===== config.mk =====
export PLATFORM = sky130hd
export DESIGN_NAME = ysyx_23060124_wbu_stage
export DESIGN_NICKNAME = d
export VERILOG_FILES = /design/src/rtl/ysyx_23060124_wbu_pkg.sv /design/src/rtl/ysyx_23060124_wbu_npc.sv /design/src/rtl/ysyx_23060124_wbu_stage.sv
export SDC_FILE = /design/constraint.sdc
export NUM_CORES = 1
export LEC_CHECK = 0
export ABC_AREA = 1
export CAP_MARGIN = 20
export CORE_MARGIN = 5
export CORE_UTILIZATION = 40
export DETAILED_ROUTE_END_ITERATION = 10
export GPL_TIMING_DRIVEN = 0
export PLACE_DENSITY = 0.66
export SLEW_MARGIN = 20
export SYNTH_ARGS = -nofsm -noshare
export SYNTH_HDL_FRONTEND = slang
export SYNTH_SLANG_ARGS = --single-unit

===== constraint.sdc =====
create_clock -name clock -period 7.4 [get_ports clock]
set_input_delay 1.11 -clock clock [delete_from_list [all_inputs] [get_ports clock]]
set_output_delay 1.11 -clock clock [all_outputs]
set_load 0.02 [all_outputs]

===== src/rtl/ysyx_23060124_wbu_pkg.sv =====
// Shared defaults and types for the ysyx_23060124 write-back stage.
package ysyx_23060124_wbu_pkg;

  localparam int XLEN_DEF   = 32;
  localparam int REG_AW_DEF = 4;
  localparam int CNT_W_DEF  = 64;

  // mcause value for instruction-address-misaligned
  localparam logic [3:0] CAUSE_INST_MISALIGNED = 4'd0;

  typedef struct packed {
    logic wen;
    logic csr_wen;
    logic brch;
    logic jal;
    logic jalr;
    logic mret;
    logic ecall;
  } wbu_flags_t;

endpackage


===== src/rtl/ysyx_23060124_wbu_npc.sv =====
// Next-PC, misalignment and register write-data selection for the
// buffered write-back instruction.
module ysyx_23060124_wbu_npc #(
  parameter int XLEN        = 32,
  parameter bit ALIGN_CHECK = 1'b1
) (
  input  logic [XLEN-1:0] pc,
  input  logic [XLEN-1:0] rs1,
  input  logic [XLEN-1:0] imm,
  input  logic [XLEN-1:0] res,
  input  logic [XLEN-1:0] mepc,
  input  logic [XLEN-1:0] mtvec,
  input  logic            brch,
  input  logic            jal,
  input  logic            jalr,
  input  logic            mret,
  input  logic            ecall,
  output logic [XLEN-1:0] pc_next,
  output logic            mis,
  output logic [XLEN-1:0] rd_wdata
);

  logic [XLEN-1:0] snpc;
  logic [XLEN-1:0] pc_imm;
  logic [XLEN-1:0] jalr_tgt;
  logic [XLEN-1:0] target;
  logic            jump_taken;

  assign snpc     = pc + XLEN'(4);
  assign pc_imm   = pc + imm;
  assign jalr_tgt = (rs1 + imm) & {{(XLEN-1){1'b1}}, 1'b0};

  always_comb begin
    jump_taken = 1'b0;
    target     = pc_imm;
    pc_next    = snpc;
    mis        = 1'b0;

    if (jal) begin
      jump_taken = 1'b1;
    end else if (jalr) begin
      jump_taken = 1'b1;
      target     = jalr_tgt;
    end else if (brch && res[0]) begin
      jump_taken = 1'b1;
    end

    if (jump_taken)  pc_next = target;
    else if (ecall)  pc_next = mtvec;
    else if (mret)   pc_next = mepc;

    // A misaligned taken target vectors to the trap handler instead.
    mis = ALIGN_CHECK && jump_taken && target[1];
    if (mis) pc_next = mtvec;
  end

  assign rd_wdata = (jal || jalr) ? snpc : res;

endmodule


===== src/rtl/ysyx_23060124_wbu_stage.sv =====
// Registered write-back stage: one-entry buffer between EXU and IFU with
// retire strobes for the register/CSR files and a retired-instruction counter.
module ysyx_23060124_wbu_stage
  import ysyx_23060124_wbu_pkg::*;
#(
  parameter int XLEN        = XLEN_DEF,
  parameter int REG_AW      = REG_AW_DEF,
  parameter bit ALIGN_CHECK = 1'b1,
  parameter int CNT_W       = CNT_W_DEF
) (
  input  logic              clock,
  input  logic              reset,
  input  logic              i_pre_valid,
  output logic              o_pre_ready,
  input  logic [XLEN-1:0]   i_pc,
  input  logic [XLEN-1:0]   i_rs1,
  input  logic [XLEN-1:0]   i_imm,
  input  logic [XLEN-1:0]   i_res,
  input  logic [XLEN-1:0]   i_mepc,
  input  logic [XLEN-1:0]   i_mtvec,
  input  logic [REG_AW-1:0] i_rd,
  input  logic              i_wen,
  input  logic              i_csr_wen,
  input  logic              i_brch,
  input  logic              i_jal,
  input  logic              i_jalr,
  input  logic              i_mret,
  input  logic              i_ecall,
  output logic              o_post_valid,
  input  logic              i_post_ready,
  output logic [XLEN-1:0]   o_pc_next,
  output logic [REG_AW-1:0] o_rd,
  output logic [XLEN-1:0]   o_rd_wdata,
  output logic              o_wbu_wen,
  output logic [XLEN-1:0]   o_csr_rd,
  output logic              o_wbu_csr_wen,
  output logic              o_trap,
  output logic [CNT_W-1:0]  o_retire_cnt
);

  logic              full_reg;
  logic [XLEN-1:0]   pc_reg, rs1_reg, imm_reg, res_reg, mepc_reg, mtvec_reg;
  logic [REG_AW-1:0] rd_reg;
  wbu_flags_t        flags_reg;
  logic [CNT_W-1:0]  cnt_reg;

  logic            acc;
  logic            ret;
  logic            mis;
  logic [XLEN-1:0] npc;
  logic [XLEN-1:0] rd_wdata;

  assign ret         = full_reg && i_post_ready;
  assign o_pre_ready = !full_reg || ret;
  assign acc         = i_pre_valid && o_pre_ready;

  always_ff @(posedge clock) begin
    if (reset) begin
      full_reg  <= 1'b0;
      pc_reg    <= '0;
      rs1_reg   <= '0;
      imm_reg   <= '0;
      res_reg   <= '0;
      mepc_reg  <= '0;
      mtvec_reg <= '0;
      rd_reg    <= '0;
      flags_reg <= '0;
      cnt_reg   <= '0;
    end else begin
      if (acc)      full_reg <= 1'b1;
      else if (ret) full_reg <= 1'b0;

      if (acc) begin
        pc_reg    <= i_pc;
        rs1_reg   <= i_rs1;
        imm_reg   <= i_imm;
        res_reg   <= i_res;
        mepc_reg  <= i_mepc;
        mtvec_reg <= i_mtvec;
        rd_reg    <= i_rd;
        flags_reg <= '{wen: i_wen, csr_wen: i_csr_wen, brch: i_brch,
                       jal: i_jal, jalr: i_jalr, mret: i_mret, ecall: i_ecall};
      end

      if (ret) cnt_reg <= cnt_reg + CNT_W'(1);
    end
  end

  ysyx_23060124_wbu_npc #(
    .XLEN        (XLEN),
    .ALIGN_CHECK (ALIGN_CHECK)
  ) u_npc (
    .pc       (pc_reg),
    .rs1      (rs1_reg),
    .imm      (imm_reg),
    .res      (res_reg),
    .mepc     (mepc_reg),
    .mtvec    (mtvec_reg),
    .brch     (flags_reg.brch),
    .jal      (flags_reg.jal),
    .jalr     (flags_reg.jalr),
    .mret     (flags_reg.mret),
    .ecall    (flags_reg.ecall),
    .pc_next  (npc),
    .mis      (mis),
    .rd_wdata (rd_wdata)
  );

  assign o_post_valid  = full_reg;
  // Empty buffer presents a zero next-PC rather than the stale pc+4.
  assign o_pc_next     = full_reg ? npc : '0;
  assign o_rd          = rd_reg;
  assign o_rd_wdata    = rd_wdata;
  assign o_csr_rd      = res_reg;
  assign o_trap        = full_reg && mis;
  assign o_wbu_wen     = ret && flags_reg.wen && !mis;
  assign o_wbu_csr_wen = ret && flags_reg.csr_wen && !mis;
  assign o_retire_cnt  = cnt_reg;

endmodule


==> flow_metrics.py <==
metrics = {
    "routing": {
        "drt_iter0_markers": 1969,
        "drt-total-wl_um": 80300,
        "routed_via_density": 5.38,
        "ant_nets": 0,
        "num_vias": 20252,
        "wl_per_cell_um": 21.3,
        "firstDrtPassIters": 6,
        "drc": 0,
    },
    "timing": {
        "period_share_pct": 69.6,
        "setup_viol": 0,
        "finalSetupTns_ns": 0,
        "period_needed_ns": 5.15,
        "relSlewSlack_pct": 21.2,
        "rsz0062_at_grt": "no",
        "final.setup_skew_ns": 0.0225,
        "worstMarginPinSlew_ns": 1.18,
        "hold_violations": 0,
        "maxSlewViolCount": 0,
        "fin_hold_ws_ns": 0.482,
        "fmax_mhz": 194,
    },
    "pwr": {
        "p_sw_share_pct": 33.5,
        "internal-power_mw": 3.03,
        "p_sw_mw": 1.53,
        "peakVddDrop_mv": 0.199,
        "pwr_density_cell_nw_per_um2": 200,
        "combPwrFrac_pct": 24.5,
        "clockPowerShare_pct": 39.6,
        "power_frac_seq_pct": 35.8,
        "leakage_nw": 9.76,
        "total_power_mw": 4.56,
    },
    "synthesis": {
        "synthesis.area_um2": 17200,
        "synthCells": 2785,
        "netlist-cell-type-count": 48,
        "synth_edf_count": 0,
        "synth_ff_type": "dfxtp_1",
        "avgSynthCellArea_um2": 6.16,
        "synth_top_area_share_pct": 31.3,
        "ys_async_sr_fraction_pct": 0,
        "ys_warn_count": 0,
        "seq_area_frac_synth_pct": 31.3,
        "synth_seq_cells": 268,
        "syn-num-nets": 3057,
        "synthTopCellsByArea": "dfxtp_1 31%, nand2_1 13%, nor2_1 12%",
        "synth_top_cell_by_area": "dfxtp_1",
    },
    "critical_path": {
        "arrival_ns": 4.04,
        "critPathMaxFanout": 8,
        "crit_required_ns": 6.29,
        "crit_type": "register to output pin",
        "endpoint_kind": "output pin",
        "worstSetupStartpointType": "register",
    },
    "floorplanning": {
        "core_area_um2": 42200,
        "fp-row-count": 75,
        "initial_core_util_pct": 40.6,
        "die_w_um": 217,
        "pin_count": 376,
        "die-area_um2": 47100,
        "die_y_um": 217,
    },
    "cells_and_area": {
        "drive_gt1_share_pct": 4.32,
        "nFillCells": 4346,
        "largest_reg_flops": 64,
        "area_growth_pct": 32.8,
        "final_cells": 3764,
        "nets": 3467,
        "final_util_pct": 54.0,
    },
    "clocking": {
        "htree_levels": 2,
        "ctsResizeCount": 0,
        "clk_latency_ns": 0.57,
        "clockBufferDepth": 3,
        "numCtsBuffers": 34,
        "cts_hold_buf": 0,
        "cts_tree": "done",
        "clkTransAtPathRegs_ns": 0.06,
        "cts_root_buffer": "clkbuf_16",
        "cts_setup_buffers": 0,
        "clock_sink_count": 268,
    },
    "placed_design": {
        "gp_congestion": 1.03,
        "dp_hpwl_um": 66100,
        "dp.cells": 3698,
        "io_buffers": 374,
    },
    "global_routing": {
        "grt_pass1_wl_um": 119000,
        "grt_pass1_vias": 19451,
        "grtUsageTotal_pct": 32.9,
        "antenna_found_initial": 13,
        "grt_max_degree": 13,
        "grt-ovfl-total": 0,
    },
    "worst_hold_path": {
        "hold_class": "register to register",
    },
    "outcome": {
        "status": "finished clean",
    },
    "run": {
        "drv_cap": 0,
    },
}
==> Yosys cell counts (2+ instances only) <==
cell and n:
a31oi_1 5, buf_1 4, nor2_4 11, o211ai_1 6, a32o_1 2, nand2_1 577, nor3_2 5, nand2_2 11
nor4_1 6, o21bai_1 16, fa_1 2, and2_1 3, o21ai_1 12, nor3b_2 3, a21o_1 3, nand3b_1 7
nor2_1 566, buf_2 12, clkbuf_1 82, o31ai_1 2, nand4_1 35, or2_1 2, dfxtp_1 268, xnor2_1 11
nor2_2 8, inv_1 287, clkinv_1 3, a21oi_1 179, xor2_1 41, and3_1 2, a22oi_1 5, or2_2 6
o21ai_0 312, nand3_2 5, nand3_1 141, ha_1 63, o21a_1 5, inv_2 14, nor3_1 54
==> layout by cell type (no fill, tap or decap), types with 5 or more instances in the layout <==
| master | instances |
|---|---|
| a21oi_1 | 179 |
| buf_2 | 12 |
| clkbuf_8 | 8 |
| or2_2 | 6 |
| dfxtp_1 | 268 |
| o21ai_0 | 312 |
| nand4_1 | 35 |
| nor2_2 | 8 |
| o21ai_1 | 12 |
| o21bai_1 | 16 |
| nor2_4 | 11 |
| o21a_1 | 5 |
| nor3_1 | 54 |
| clkbuf_16 | 34 |
| nand2_1 | 577 |
| a31oi_1 | 5 |
| clkinv_2 | 8 |
| inv_2 | 14 |
| xor2_1 | 41 |
| nor2_1 | 566 |
| nand3_2 | 5 |
| ha_1 | 63 |
| clkdlybuf4s50_1 | 374 |
| xnor2_1 | 11 |
| o211ai_1 | 6 |
| a22oi_1 | 5 |
| nor4_1 | 6 |
| clkbuf_1 | 85 |
| nor3_2 | 5 |
| nand2_2 | 11 |
| nand3_1 | 141 |
| nand3b_1 | 7 |
| inv_1 | 287 |
==> metrics by stage <==
step                      setup WS [ns]  area (um^2)
after floorplan                    4.01        17200
after global placement             2.95        21600
after detailed placement           2.94        21600
after CTS                          2.34        22800
after global routing               2.06        22800
final                              2.25        22800
==> power groups by stage <==
stage	Sequential [mW]	Combinational [mW]	Clock (mW)
final	1.63	1.12	1.80
after detailed placement	1.66	1.10	0
after floorplan	1.64	0.588	0
after global routing	1.64	1.22	1.88
after global placement	1.66	1.09	0
after CTS	1.63	1.11	1.82
==> layout make-up <==
cell class / count / area [um^2] / share of cell area, %
antenna: 4 / 10.0 / 0.0439
buffer: 98 / 383 / 1.68
clock buffer: 45 / 972 / 4.27
clock inverter: 17 / 234 / 1.03
inverter: 304 / 1140 / 5.01
multi-input combinational: 2115 / 10300 / 45.1
sequential: 268 / 5370 / 23.5
tap: 539 / 674 / 2.96
timing repair buffer: 374 / 3740 / 16.4
==> critical path: stages (launching register included) <==
cell and delay (ns):
dfxtp_1 0.39, ha_1 0.25, inv_1 0.08, fa_1 0.47, mux2i_1 0.08, and2_1 0.31, nor2_1 0.70, o21ai_0 0.21
a21oi_1 0.16, nand2_1 0.06, nand2_1 0.10, clkdlybuf4s50_1 0.64
==> routing by layer <==
layer / global-route usage (%) / vias to the layer above / part of all wire (%)
li1: - / 9860 / -
met1: 42.5 / 9394 / 42
met5: 0 / - / 0.12
met2: 54.2 / 803 / 46
met4: 11.8 / 16 / 4.0
met3: 7.21 / 179 / 8.4
==> path summary, 6_finish.rpt <==
path                      from            end  slack (ns)  cells after the start
setup reg to reg  o_post_valid     pc_reg[31]        4.26                      8
hold reg to reg   flags_reg[2]   flags_reg[2]        0.48                      2
setup / recovery     pc_reg[0]  o_pc_next[26]        2.25                     11
hold / removal    flags_reg[2]   flags_reg[2]        0.48                      2
==> cell families (layout without fill, tap and decap cells) <==
family                     after synthesis  count (layout)  share of synthesized area [%]
AOI/OAI and AO/OA                      551             551                           16.8
buffers and inverters                  402             838                           8.88
xor gates and xnor gates                52              52                           2.65
other                                    0               4                              0
muxes                                    1               1                         0.0583
adders and majority gates               65              65                           4.83
and+or+nand+nor                       1446            1446                           35.5
DFF                                    268             268                           31.3
Note: power is estimated with default switching activity, not from simulation.
